`src/rtl/decoder_m2n_scan.sv`:
```
// decoder_m2n_scan: M-to-N one-hot decoder with a direct mode and a timed
// channel-scan mode. All outputs are registered.
// Optional build macro DECODER_ACTIVE_LOW_EN: y becomes one-cold
// (inactive/reset value all ones); FSM, idx, busy and done are unaffected.
module decoder_m2n_scan #(
   parameter int M = 2,
   parameter int DWELL = 4,
   localparam int N = 2 ** M
) (
   input  logic         clk,
   input  logic         rst,
   input  logic         en,
   input  logic         mode,
   input  logic [M-1:0] a,
   input  logic         start,
   input  logic         stop,
   input  logic         cont,
   output logic [N-1:0] y,
   output logic [M-1:0] idx,
   output logic         busy,
   output logic         done
);

   localparam int CW = $clog2(DWELL + 1);

`ifdef DECODER_ACTIVE_LOW_EN
   localparam logic Y_INV = 1'b1;
`else
   localparam logic Y_INV = 1'b0;
`endif

   // XOR mask that flips the active-high pattern into the output polarity
   localparam logic [N-1:0] Y_OFF      = {N{Y_INV}};
   localparam logic [N-1:0] ONE        = N'(1);
   localparam logic [CW-1:0] LAST_DWELL = CW'(DWELL - 1);
   localparam logic [M-1:0] LAST_IDX   = M'(N - 1);

   typedef enum logic [1:0] {
      IDLE,
      DIRECT,
      SCAN
   } state_t;

   state_t        state_q, state_d;
   logic [N-1:0]  y_q, y_d;
   logic [M-1:0]  idx_q, idx_d;
   logic          busy_q, busy_d;
   logic          done_q, done_d;
   logic [CW-1:0] cnt_q, cnt_d;
   logic [M-1:0]  idx_inc;

   assign idx_inc = idx_q + 1'b1;

   // Next-state logic: en has priority, then per-state decode/scan behaviour
   always_comb begin
      state_d = state_q;
      y_d     = y_q;
      idx_d   = idx_q;
      busy_d  = busy_q;
      done_d  = 1'b0;
      cnt_d   = cnt_q;
      if (!en) begin
         state_d = IDLE;
         y_d     = Y_OFF;
         idx_d   = '0;
         busy_d  = 1'b0;
         cnt_d   = '0;
      end else begin
         case (state_q)
            IDLE: begin
               y_d = Y_OFF;
               if (!mode) begin
                  state_d = DIRECT;
                  y_d     = (ONE << a) ^ Y_OFF;
                  idx_d   = a;
               end else if (start) begin
                  state_d = SCAN;
                  y_d     = (ONE << a) ^ Y_OFF;
                  idx_d   = a;
                  busy_d  = 1'b1;
                  cnt_d   = '0;
               end
            end
            DIRECT: begin
               if (mode) begin
                  state_d = IDLE;
                  y_d     = Y_OFF;
               end else begin
                  y_d   = (ONE << a) ^ Y_OFF;
                  idx_d = a;
               end
            end
            SCAN: begin
               if (stop || !mode) begin
                  state_d = IDLE;
                  y_d     = Y_OFF;
                  busy_d  = 1'b0;
                  cnt_d   = '0;
               end else if (cnt_q == LAST_DWELL) begin
                  cnt_d = '0;
                  if (idx_q == LAST_IDX) begin
                     if (cont) begin
                        idx_d = '0;
                        y_d   = ONE ^ Y_OFF;
                     end else begin
                        state_d = IDLE;
                        y_d     = Y_OFF;
                        busy_d  = 1'b0;
                        done_d  = 1'b1;
                     end
                  end else begin
                     idx_d = idx_inc;
                     y_d   = (ONE << idx_inc) ^ Y_OFF;
                  end
               end else begin
                  cnt_d = cnt_q + 1'b1;
               end
            end
            default: begin
               state_d = IDLE;
               y_d     = Y_OFF;
               busy_d  = 1'b0;
               cnt_d   = '0;
            end
         endcase
      end
   end

   // State and output registers with synchronous reset to the idle pattern
   always_ff @(posedge clk) begin
      if (rst) begin
         state_q <= IDLE;
         y_q     <= Y_OFF;
         idx_q   <= '0;
         busy_q  <= 1'b0;
         done_q  <= 1'b0;
         cnt_q   <= '0;
      end else begin
         state_q <= state_d;
         y_q     <= y_d;
         idx_q   <= idx_d;
         busy_q  <= busy_d;
         done_q  <= done_d;
         cnt_q   <= cnt_d;
      end
   end

   assign y    = y_q;
   assign idx  = idx_q;
   assign busy = busy_q;
   assign done = done_q;

endmodule

```
`config.mk`:
```
export PLATFORM = sky130hd
export DESIGN_NAME = decoder_m2n_scan
export DESIGN_NICKNAME = d
export VERILOG_FILES = /design/src/rtl/decoder_m2n_scan.sv
export SDC_FILE = /design/constraint.sdc
export NUM_CORES = 1
export LEC_CHECK = 0
export BUFFER_PORTS_ARGS = -buffer_cell sky130_fd_sc_hd__clkbuf_2
export CORE_ASPECT_RATIO = 1.2
export CORE_MARGIN = 2
export CORE_UTILIZATION = 25
export DETAILED_ROUTE_END_ITERATION = 10
export PLACE_DENSITY = 0.46
export SYNTH_ARGS = -nofsm -noshare
export SYNTH_HDL_FRONTEND = slang
export SYNTH_SLANG_ARGS = --single-unit
```
`constraint.sdc`:
```
create_clock -name clk -period 2.96 [get_ports clk]
set_input_delay 0.296 -clock clk [delete_from_list [all_inputs] [get_ports clk]]
set_output_delay 0.296 -clock clk [all_outputs]
set_load 0.005 [all_outputs]
```
* After elaboration in Yosys (flattened, before gate mapping) *
Cells that the tools add are included.

word-level totals
  flip-flop bits (word level) = 13
  latch bits = 0
  bits in writable memories = 0
  memory bits (read-only) = 0
  input bits = 9
  output and inout port bits = 8
  word-level logic and storage cells = 77
  memories kept = 0

cells by class
  add/subtract/negate cells = 2
  multiply operators = 0
  divide/modulo/power cells = 0
  magnitude comparators = 0
  eq/ne operators = 15
  shift-type cells = 2
  multiplexer cells = 37
  bitwise gates (word level) = 5
  reductions and logical operators = 10

operators by type and width
  cell                                                                   number
  2-bit 2-to-1 mux                                                       14
  4-bit 2-to-1 mux                                                       6
  3-bit inequality test, second input constant                           5
  3-bit 2-to-1 mux                                                       4
  2-bit inequality test, second input constant                           6
  2-bit one-hot mux with 3 select lines                                  2
  4-bit one-hot mux with 3 select lines                                  1
  6-bit AND reduction                                                    2
  3-bit one-hot mux with 3 select lines                                  1
  1-bit 2-to-1 mux                                                       8
  1-bit by 2-bit << shifter with 4-bit output, first input constant      2
  6-bit OR reduction                                                     1
  1-bit NOT                                                              5
  5-bit AND reduction                                                    1
  2-bit equality test, second input constant                             2
  3-bit by 1-bit adder with 3-bit output, second input constant          1
  3-bit by 2-bit equality test with 1-bit output, second input constant  1
  1-bit one-hot mux with 3 select lines                                  1
  3-bit AND reduction                                                    1
  3-bit nonzero test                                                     1
  2-bit by 1-bit adder with 2-bit output, second input constant          1
  2-bit by 1-bit equality test with 1-bit output, second input constant  1
  2-bit logical NOT                                                      1
  2-bit OR reduction                                                     1
  other kinds (2)                                                        2

* Logic depth before layout (Yosys ltp) *
Gate-level depths: netlist of the first run.

  word-level depth = 6
  depth in mapped cells = 5
  mapped depth without buffers = 5

* Least setup slack after synthesis of the first run *
Ideal clock, no wire load.

  kind = register to register
  start point = reg cnt_q[0]
  end point = reg idx_q[0] (netlist: idx[0])
  setup time = 128 ps
  arrival = 1,213 ps
  required time = 2,832 ps
  setup slack = 1,619 ps
  stages on the path, launching flop included = 6
  buffers on the path = 0
  clock period less this slack = 1,341 ps
  cells stage by stage = dfxtp_1 > ha_1 > nor2b_1 > nand3_2 > a221oi_1 > a311oi_1

between the ends
  cells in the longest elaborated chain, start to end = 3

RTL lines
  element                                         line  text
  start: declaration                              49    logic [CW-1:0] cnt_q, cnt_d;
  start signal: assignment                        144   cnt_q <= cnt_d;
  3-bit by 2-bit equality test with 1-bit output  99    end else if (cnt_q == LAST_DWELL) begin
  2-bit inequality test (no line)                 -
  6-bit AND reduction (no line)                   -
  end signal: assignment                          141   idx_q <= idx_d;
  end: declaration                                46    logic [M-1:0] idx_q, idx_d;

Every way passes these cells.
A chain may end at the register's enable or synchronous reset.

* Final worst setup path of the first run *
  start point = reg cnt_q[0]
  end point = reg idx_q[1] (netlist: idx[1])

Same word-level chain as after synthesis.

==> results.yml, run 1 <==
status:
  status: "complete, no violations"
clocking:
  clockRootBuffer: "clkbuf_4"
  post-cts-setup-buffers: 0
  cts_tree: "built"
  clock_path_buffers: 2
  post_cts_resize_count: 0
  ctsHoldBuffers: 0
  clk_pin_slew_ns: 0.09
  cts_sinks: 13
  htreeDepth: 1
  cts-buffers-inserted: 3
  clock_latency_ns: 0.27
setup_path:
  startpoint_type: "register"
  timing.rr.start: "cnt_q[0]"
  rr_worst_depth: 5
  worstSetupStartpoint: "cnt_q[0]"
  crit_required_ns: 3.10
  rrSetupSlack_ns: 1.39
  worst-setup-path-type: "reg -> reg"
  crit_fanout: 4
  crit_arrival_ns: 1.71
  cp-endpoint: "idx[1]"
  worstReg2RegEnd: "idx[1]"
  cp-end-kind: "register"
timing:
  maxSlewHeadroom_pct: 60.46
  fin_crit_sh_pct: 52.91
  rsz0062_at_grt: "false"
  period_minus_slack_ns: 1.566
  setup_viol: 0
  fmax_ghz: 0.6385
  finalClockSkew_ns: 0.01423
  hold_viol_final: 0
  worstMarginPinSlew_ns: 0.5781
  setup_tns_ns: 0
  slew_viol_final: 0
final_layout:
  final_cell_mix: "clkbuf_2 (16), dfxtp_1 (13), nor2_1 (8), inv_1 (7), a21oi_1 (7)"
  num-nets-final: 118
  final_layout_size_suffix_gt1_share_pct: 25.49
  final_common_cell: "clkbuf_2"
  diodes: 0
  post-route-util_pct: 31.35
  synthToLayoutAreaGrowth_pct: 17.52
yosys:
  syn-cell-area_sq_um: 757.0
  synth.area.mux_share_pct: 0
  synthDistinctLibCells: 31
  syn_area_per_cell_sq_um: 8.906
  synth_xor_area_share_pct: 0
  synth_seq_cells: 13
  netlist_instances: 85
  synth_top_family_by_area: "simple AND/OR/NAND/NOR gates"
  syn_nets: 100
  synth_compound_area_share_pct: 22.81
  synthAdderAreaFrac_pct: 9.917
  yosysSeqAreaShare_pct: 34.38
  yosys_warnings: 0
  synth-simple-area-share_pct: 27.27
floorplan:
  die_area_sq_um: 3486
  die_w_um: 54.23
  initial_core_util_pct: 26.68
  num_rows: 21
  die_y_um: 64.28
  ios: 17
  core_sq_um: 2838
power:
  irDropWorstVdd_v: 0.0001540
  powerDensity_nw_per_um2: 385.5
  power_leakage_nw: 0.3613
drt:
  vias: 681
  drt_wl_total_mm: 1.678
  routedWlPerCell_um: 12.34
  firstDrtPassIters: 5
  drt-initial-drc-count: 7
  final_antenna_net_count: 0
  drc: 0
  vias_per_cell: 5.007
placement:
  gp_congestion: 0.7419
  portBuffers: 16
  hpwl_mm: 1.344
global_routing:
  antenna_found_initial: 0
  grt_pass1_vias: 627
  grtUsageTotal_pct: 11.08
  gr-total-overflow: 0
  grt_max_degree: 14
  grt_first_pass_wirelength_mm: 2.780
run:
  max_cap_viol_count: 0
hold_path:
  hold_path_class: "in -> reg"
## where the power goes
group	internal, mW	leakage (nW)	switching [mW]
Clock	0.0521	0.0150	0.0585
Combinational	0.0214	0.241	0.0262
Sequential	0.179	0.106	0.00544
## sequential cells by signal, indices dropped and copies added, names as in the netlist
| signal | count |
|---|---|
| y | 4 |
| cnt_q | 3 |
| idx | 2 |
| state_q | 2 |
| busy | 1 |
| done | 1 |
## critical path, stage by stage, from the launching register on
cell and delay, ns:
dfxtp_1 0.37, ha_1 0.19, nor2b_1 0.32, nand3_2 0.17, a221oi_1 0.29, a311oi_1 0.10
## cells by family after synthesis
logic type / count (synthesis)
fa+ha+maj: 6
flops: 13
buf+inv: 10
simple gates: 32
compound gates: 24
## metrics by stage
step	instance area (sq um)	hold slack (ns)	worst slack [ns]	total power, mW	cells
5_1_grt	889.6	0.3572	1.286	0.3631	136
6_report	889.6	0.3315	1.394	0.3430	136
2_1_floorplan	757.0	0.4483	1.619	0.2195	85
4_1_cts	889.6	0.3263	1.399	0.3477	136
3_5_place_dp	863.3	0.4499	1.422	0.2368	132
3_3_place_gp	863.3	0.4437	1.422	0.2362	132
## synth_stat cells (all sizes together)
cell	instances	area, sq um
dfxtp	13	260.3
nor2	8	30.03
a21oi	7	35.03
inv	7	26.28
ha	6	75.07
a2111oi	4	35.03
and2	4	25.02
nand2	4	15.01
nor3	4	20.02
o22ai	4	25.02
nand2b	3	26.27
a221oi	2	17.52
a311oi	2	17.52
buf	2	12.51
nand4bb	2	27.53
a21o	1	8.760
a22oi	1	7.510
a31oi	1	12.51
and2b	1	10.01
and3	1	6.260
and4bb	1	16.27
clkbuf	1	3.750
nand3	1	10.01
nor2b	1	6.260
nor3b	1	7.510
o21ai	1	5.000
o31a	1	8.760
or3	1	6.260
## layout make-up
cell class	count	area [sq um]
Clock buffer	4	26.28
Sequential cell	13	260.3
Timing Repair Buffer	16	80.08
Inverter	7	26.28
Tap cell	34	42.54
Fill cell	313	1948
Multi-Input combinational cell	62	454.2
## layer usage
| layer | share of wire, % | global-route usage (%) | up-vias |
|---|---|---|---|
| met3 | 6.1 | 3.037 | 4 |
| met5 | 0 | 0 | - |
| li1 | - | - | 346 |
| met1 | 42 | 13.14 | 312 |
| met2 | 51 | 18.07 | 19 |
| met4 | 1.3 | 4.688 | 0 |
## worst min-delay path by stage
stage / slack (ns) / startpoint / endpoint / depth (start not counted)
CTS: 0.33 / mode / state_q[0] / 2
global route: 0.36 / cont / done / 3
detailed placement: 0.45 / y[1] / y[1] / 2
finish: 0.33 / mode / state_q[0] / 2
global placement: 0.44 / y[1] / y[1] / 2
floorplan: 0.45 / y[1] / y[1] / 2
No activity file was read; power rests on OpenSTA's default activity.
==> run 2, diff against run 1 <==
==> constraint.sdc (replaced) <==
create_clock -name clk -period 1.6 [get_ports clk]
set_input_delay 0.16 -clock clk [delete_from_list [all_inputs] [get_ports clk]]
set_output_delay 0.16 -clock clk [all_outputs]
set_load 0.005 [all_outputs]
==> results.yml, run 2 (same netlist as run 1, synthesis figures left out) <==
drt:
  final_antenna_net_count: 0
  drc: 0
  drt-initial-drc-count: 6
  vias_per_cell: 5.058
  firstDrtPassIters: 4
  vias: 698
  routedWlPerCell_um: 12.57
  drt_wl_total_mm: 1.735
clocking:
  clockRootBuffer: "clkbuf_4"
  clock_path_buffers: 2
  post-cts-setup-buffers: 0
  clk_pin_slew_ns: 0.09
  cts-buffers-inserted: 3
  htreeDepth: 1
  cts_tree: "built"
  clock_latency_ns: 0.28
  cts_sinks: 13
power:
  power_leakage_nw: 0.3736
  clockPowerShare_pct: 32.0
  irDropWorstVdd_v: 0.0002398
  pwr-share-seq_pct: 53.0
  swShare_pct: 26.40
  p_sw_mw: 0.1692
  p_int_mw: 0.4717
  combPwrFrac_pct: 15.0
  powerDensity_nw_per_um2: 700.7
timing:
  hold_viol_final: 0
  setup_viol: 0
  fin_crit_sh_pct: 92.13
  hold_ws_ns: 0.1826
  period_minus_slack_ns: 1.474
  fmax_ghz: 0.6784
  maxSlewHeadroom_pct: 61.38
  rsz0062_at_grt: "false"
  setup_tns_ns: 0
  worstMarginPinSlew_ns: 0.5647
  finalClockSkew_ns: 0.01430
  slew_viol_final: 0
final_layout:
  final_common_cell: "clkbuf_2"
  final_layout_size_suffix_gt1_share_pct: 28.85
  final_cell_mix: "clkbuf_2 (16), dfxtp_1 (13), nor2_1 (8), inv_1 (7), a21oi_1 (7)"
  diodes: 0
  num-nets-final: 120
  largest_register_ffs: 4
  synthToLayoutAreaGrowth_pct: 20.83
setup_path:
  crit_required_ns: 1.80
  crit_buf_inv: 0
  worst_path_largest_cell_delay_ns: 0.57
  cp-end-kind: "register"
  worst-setup-path-type: "reg -> reg"
  crit_fanout: 5
  crit_arrival_ns: 1.67
  worstPathCellList: "nand2b_4 -> a2111oi_0 -> o22ai_1 -> a21oi_1"
  cp_top_family: "compound AO/OA/AOI/OAI gates"
  startpoint_type: "register"
  crit_slowest_cell: "a2111oi_0"
placement:
  hpwl_mm: 1.393
  portBuffers: 16
  gp_congestion: 0.7176
floorplan:
  core_sq_um: 2838
  initial_core_util_pct: 26.68
  die_w_um: 54.23
  die_area_sq_um: 3486
  num_rows: 21
  die_y_um: 64.28
  ios: 17
global_routing:
  grt_max_degree: 14
  grt_first_pass_wirelength_mm: 2.932
  gr-total-overflow: 0
  antenna_found_initial: 0
  grtUsageTotal_pct: 11.58
  grt_pass1_vias: 653
status:
  status: "complete, no violations"
run:
  max_cap_viol_count: 0
hold_path:
  hold_path_class: "in -> reg"
[run 2: path summary, 6_finish.rpt]
check / startpoint / to / slack (ns) / cells after the start
setup / recovery: state_q[0] / y[2] / 0.13 / 4
hold / removal: mode / state_q[0] / 0.18 / 2
setup reg to reg: state_q[0] / y[2] / 0.13 / 4
hold reg to reg: y[3] / y[3] / 0.46 / 2
[run 2: layout make-up]
cell class | instances | area, sq um
clock buffers | 4 | 26.28
fillers | 312 | 1923
inverters | 7 | 26.28
multi-input cells | 62 | 464.2
flip-flops and latches | 13 | 260.3
well taps | 34 | 42.54
repair buffers | 18 | 95.09
[run 2: per-stage QoR]
step | area [sq um] | setup slack, ns | power, mW | std cells | utilization [%]
finish | 914.6 | 0.1259 | 0.6409 | 138 | 32.23
global route | 914.6 | 0.02490 | 0.6791 | 138 | 32.23
CTS | 904.6 | 0.06250 | 0.6470 | 138 | 31.88
detailed placement | 878.3 | 0.08560 | 0.4422 | 134 | 30.95
global placement | 878.3 | 0.1109 | 0.4404 | 134 | 30.95
floorplan | 757.0 | 0.2594 | 0.4060 | 85 | -
[run 2: power groups by stage]
| stage | Sequential [mW] | Clock (mW) | Combinational (mW) |
|---|---|---|---|
| 2_1_floorplan | 0.347 | 0 | 0.0595 |
| 3_3_place_gp | 0.348 | 0 | 0.0928 |
| 3_5_place_dp | 0.348 | 0 | 0.0947 |
| 4_1_cts | 0.340 | 0.212 | 0.0952 |
| 5_1_grt | 0.342 | 0.231 | 0.107 |
| 6_report | 0.340 | 0.205 | 0.0961 |
[run 2: worst register-to-register path, stage by stage (launching register included)]
cell       delay [ns]
dfxtp_1          0.32
nand2b_4         0.15
a2111oi_0        0.57
o22ai_1          0.18
a21oi_1          0.17
[run 2: repair_timing]
item,4_1_cts,5_1_grt
setup endpoints to repair,0,3
hold buffers,0,0
gates resized for setup,0,3
[run 2: layer usage]
layer	routed length (um)	vias up	GRT usage (%)
met4	40	0	4.688
met2	873	15	18.83
met3	63	5	3.505
met1	758	329	13.69
met5	0	-	0
li1	-	349	-
==> run 3, diff against run 2 <==
--- a/config.mk
+++ b/config.mk
@@ -7,10 +7,10 @@
 export LEC_CHECK = 0
 export BUFFER_PORTS_ARGS = -buffer_cell sky130_fd_sc_hd__clkbuf_2
 export CORE_ASPECT_RATIO = 1.2
-export CORE_MARGIN = 2
 export CORE_UTILIZATION = 25
 export DETAILED_ROUTE_END_ITERATION = 10
-export PLACE_DENSITY = 0.46
+export GPL_TIMING_DRIVEN = 0
+export PLACE_DENSITY = 0.48
 export SYNTH_ARGS = -nofsm -noshare
 export SYNTH_HDL_FRONTEND = slang
 export SYNTH_SLANG_ARGS = --single-unit
==> constraint.sdc (replaced) <==
create_clock -name clk -period 1.2 [get_ports clk]
set_input_delay 0.12 -clock clk [delete_from_list [all_inputs] [get_ports clk]]
set_output_delay 0.12 -clock clk [all_outputs]
set_load 0.005 [all_outputs]
==> results.yml, run 3 (same netlist as run 1, synthesis figures left out) <==
drt:
  final_antenna_net_count: 0
  vias: 709
  drt-initial-drc-count: 16
  firstDrtPassIters: 4
  drc: 0
  drt_wl_total_mm: 1.839
  routedWlPerCell_um: 13.04
  vias_per_cell: 5.028
clocking:
  clk_pin_slew_ns: 0.08
  cts_tree: "built"
  clock_latency_ns: 0.28
  clockRootBuffer: "clkbuf_4"
  cts-buffers-inserted: 3
  clock_path_buffers: 2
  cts_sinks: 13
  htreeDepth: 1
power:
  powerDensity_nw_per_um2: 840.4
  pwr-share-seq_pct: 49.6
  p_int_mw: 0.6502
  p_sw_mw: 0.2646
  clockPowerShare_pct: 31.1
  combPwrFrac_pct: 19.2
  power_leakage_nw: 0.4080
  power_mw: 0.9148
  swShare_pct: 28.93
  irDropWorstVdd_v: 0.0002924
timing:
  fin_crit_sh_pct: 110.5
  rsz0062_at_grt: "true"
  period_minus_slack_ns: 1.326
  worstMarginPinSlew_ns: 0.4831
  setup_viol: 7
  hold_viol_final: 0
  worst_slack_ns: -0.1265
  setup_tns_ns: -0.6668
  maxSlewHeadroom_pct: 67.79
  slew_viol_final: 0
  fmax_ghz: 0.7539
  finalClockSkew_ns: 0.0007570
global_routing:
  grt_max_degree: 11
  grt_first_pass_wirelength_mm: 3.160
  gr-total-overflow: 0
  antenna_found_initial: 0
  grt_pass1_vias: 711
  grtUsageTotal_pct: 13.21
setup_path:
  crit_arrival_ns: 1.48
  worst-setup-path-type: "reg -> reg"
  crit_fanout: 4
  startpoint_type: "register"
  crit_required_ns: 1.36
  cp-end-kind: "register"
final_layout:
  stdcell_area_sq_um: 1089
  multi_input_area_sq_um: 605.6
  largest_register_ffs: 4
  register_area_sq_um: 270.3
  num-fill-cells: 312
  final_cell_mix: "clkbuf_2 (15), nor2_1 (8), dfxtp_1 (7), inv_1 (6), a21oi_1 (6)"
  diodes: 0
  num-nets-final: 123
  finalNonFillerCells: 141
  final_common_cell: "clkbuf_2"
  synthToLayoutAreaGrowth_pct: 43.80
  final_layout_size_suffix_gt1_share_pct: 48.60
placement:
  portBuffers: 15
  place_area_sq_um: 898.4
  hpwl_mm: 1.317
  gp_congestion: 0.7575
  dp_cells: 134
floorplan:
  initial_core_util_pct: 26.68
  die_y_um: 62.28
  num_rows: 21
  ios: 17
  die_w_um: 52.23
  core_sq_um: 2838
  die_area_sq_um: 3253
status:
  status: "finished with violations"
  violations: "setup timing"
hold_path:
  hold_path_class: "in -> reg"
run:
  max_cap_viol_count: 0
[run 3: metal layers]
metal  routed length (um)  GRT usage, %  vias up
met5                    0             0        -
met4                   44         6.908        0
met3                   75         3.186        5
met1                  821         15.99      333
li1                     -             -      356
met2                  897         20.99       15
[run 3: layout make-up]
type	instances	area share, %
sequential	13	24.83
inverter	7	2.414
multi-input combinational	62	55.63
buffer	3	2.069
timing repair buffer	18	8.736
clock buffer	4	2.414
tap	34	3.908
[run 3: power groups by stage]
stage / Clock (mW) / Sequential [mW] / Combinational [mW]
floorplan: 0 / 0.462 / 0.0792
global placement: 0 / 0.463 / 0.122
detailed placement: 0 / 0.464 / 0.122
CTS: 0.293 / 0.454 / 0.165
global route: 0.322 / 0.457 / 0.193
finish: 0.285 / 0.454 / 0.176
[run 3: worst paths after layout]
kind	from	end	slack, ns	depth (start not counted)
worst min register to register	y[1]	y[1]	0.46	2
worst min-delay path	en	state_q[1]	0.15	3
worst max-delay path	cnt_q[1]	y[1]	-0.13	5
worst max register to register	cnt_q[1]	y[1]	-0.13	5
[run 3: what timing repair did]
item	CTS	global route
pin swaps	4	5
resized for setup	22	7
setup buffers	2	0
cloned	1	0
setup endpoints to repair	10	10
hold buffers	0	0
[run 3: worst max-delay path: stages, from the launching register on]
cell	delay [ns]
dfxtp_2	0.34
ha_4	0.15
nor2b_4	0.13
o31a_1	0.32
o22ai_2	0.18
a21oi_1	0.08
[run 3: metrics by stage]
| stage | setup WS [ns] | utilization, % | hold slack, ns |
|---|---|---|---|
| after global routing | -0.1853 | 38.36 | 0.1543 |
| after CTS | -0.1211 | 37.13 | 0.1388 |
| after global placement | -0.2509 | 31.66 | 0.3780 |
| after floorplan | -0.07699 | - | 0.3155 |
| after detailed placement | -0.3019 | 31.66 | 0.3856 |
| final | -0.1265 | 38.36 | 0.1495 |
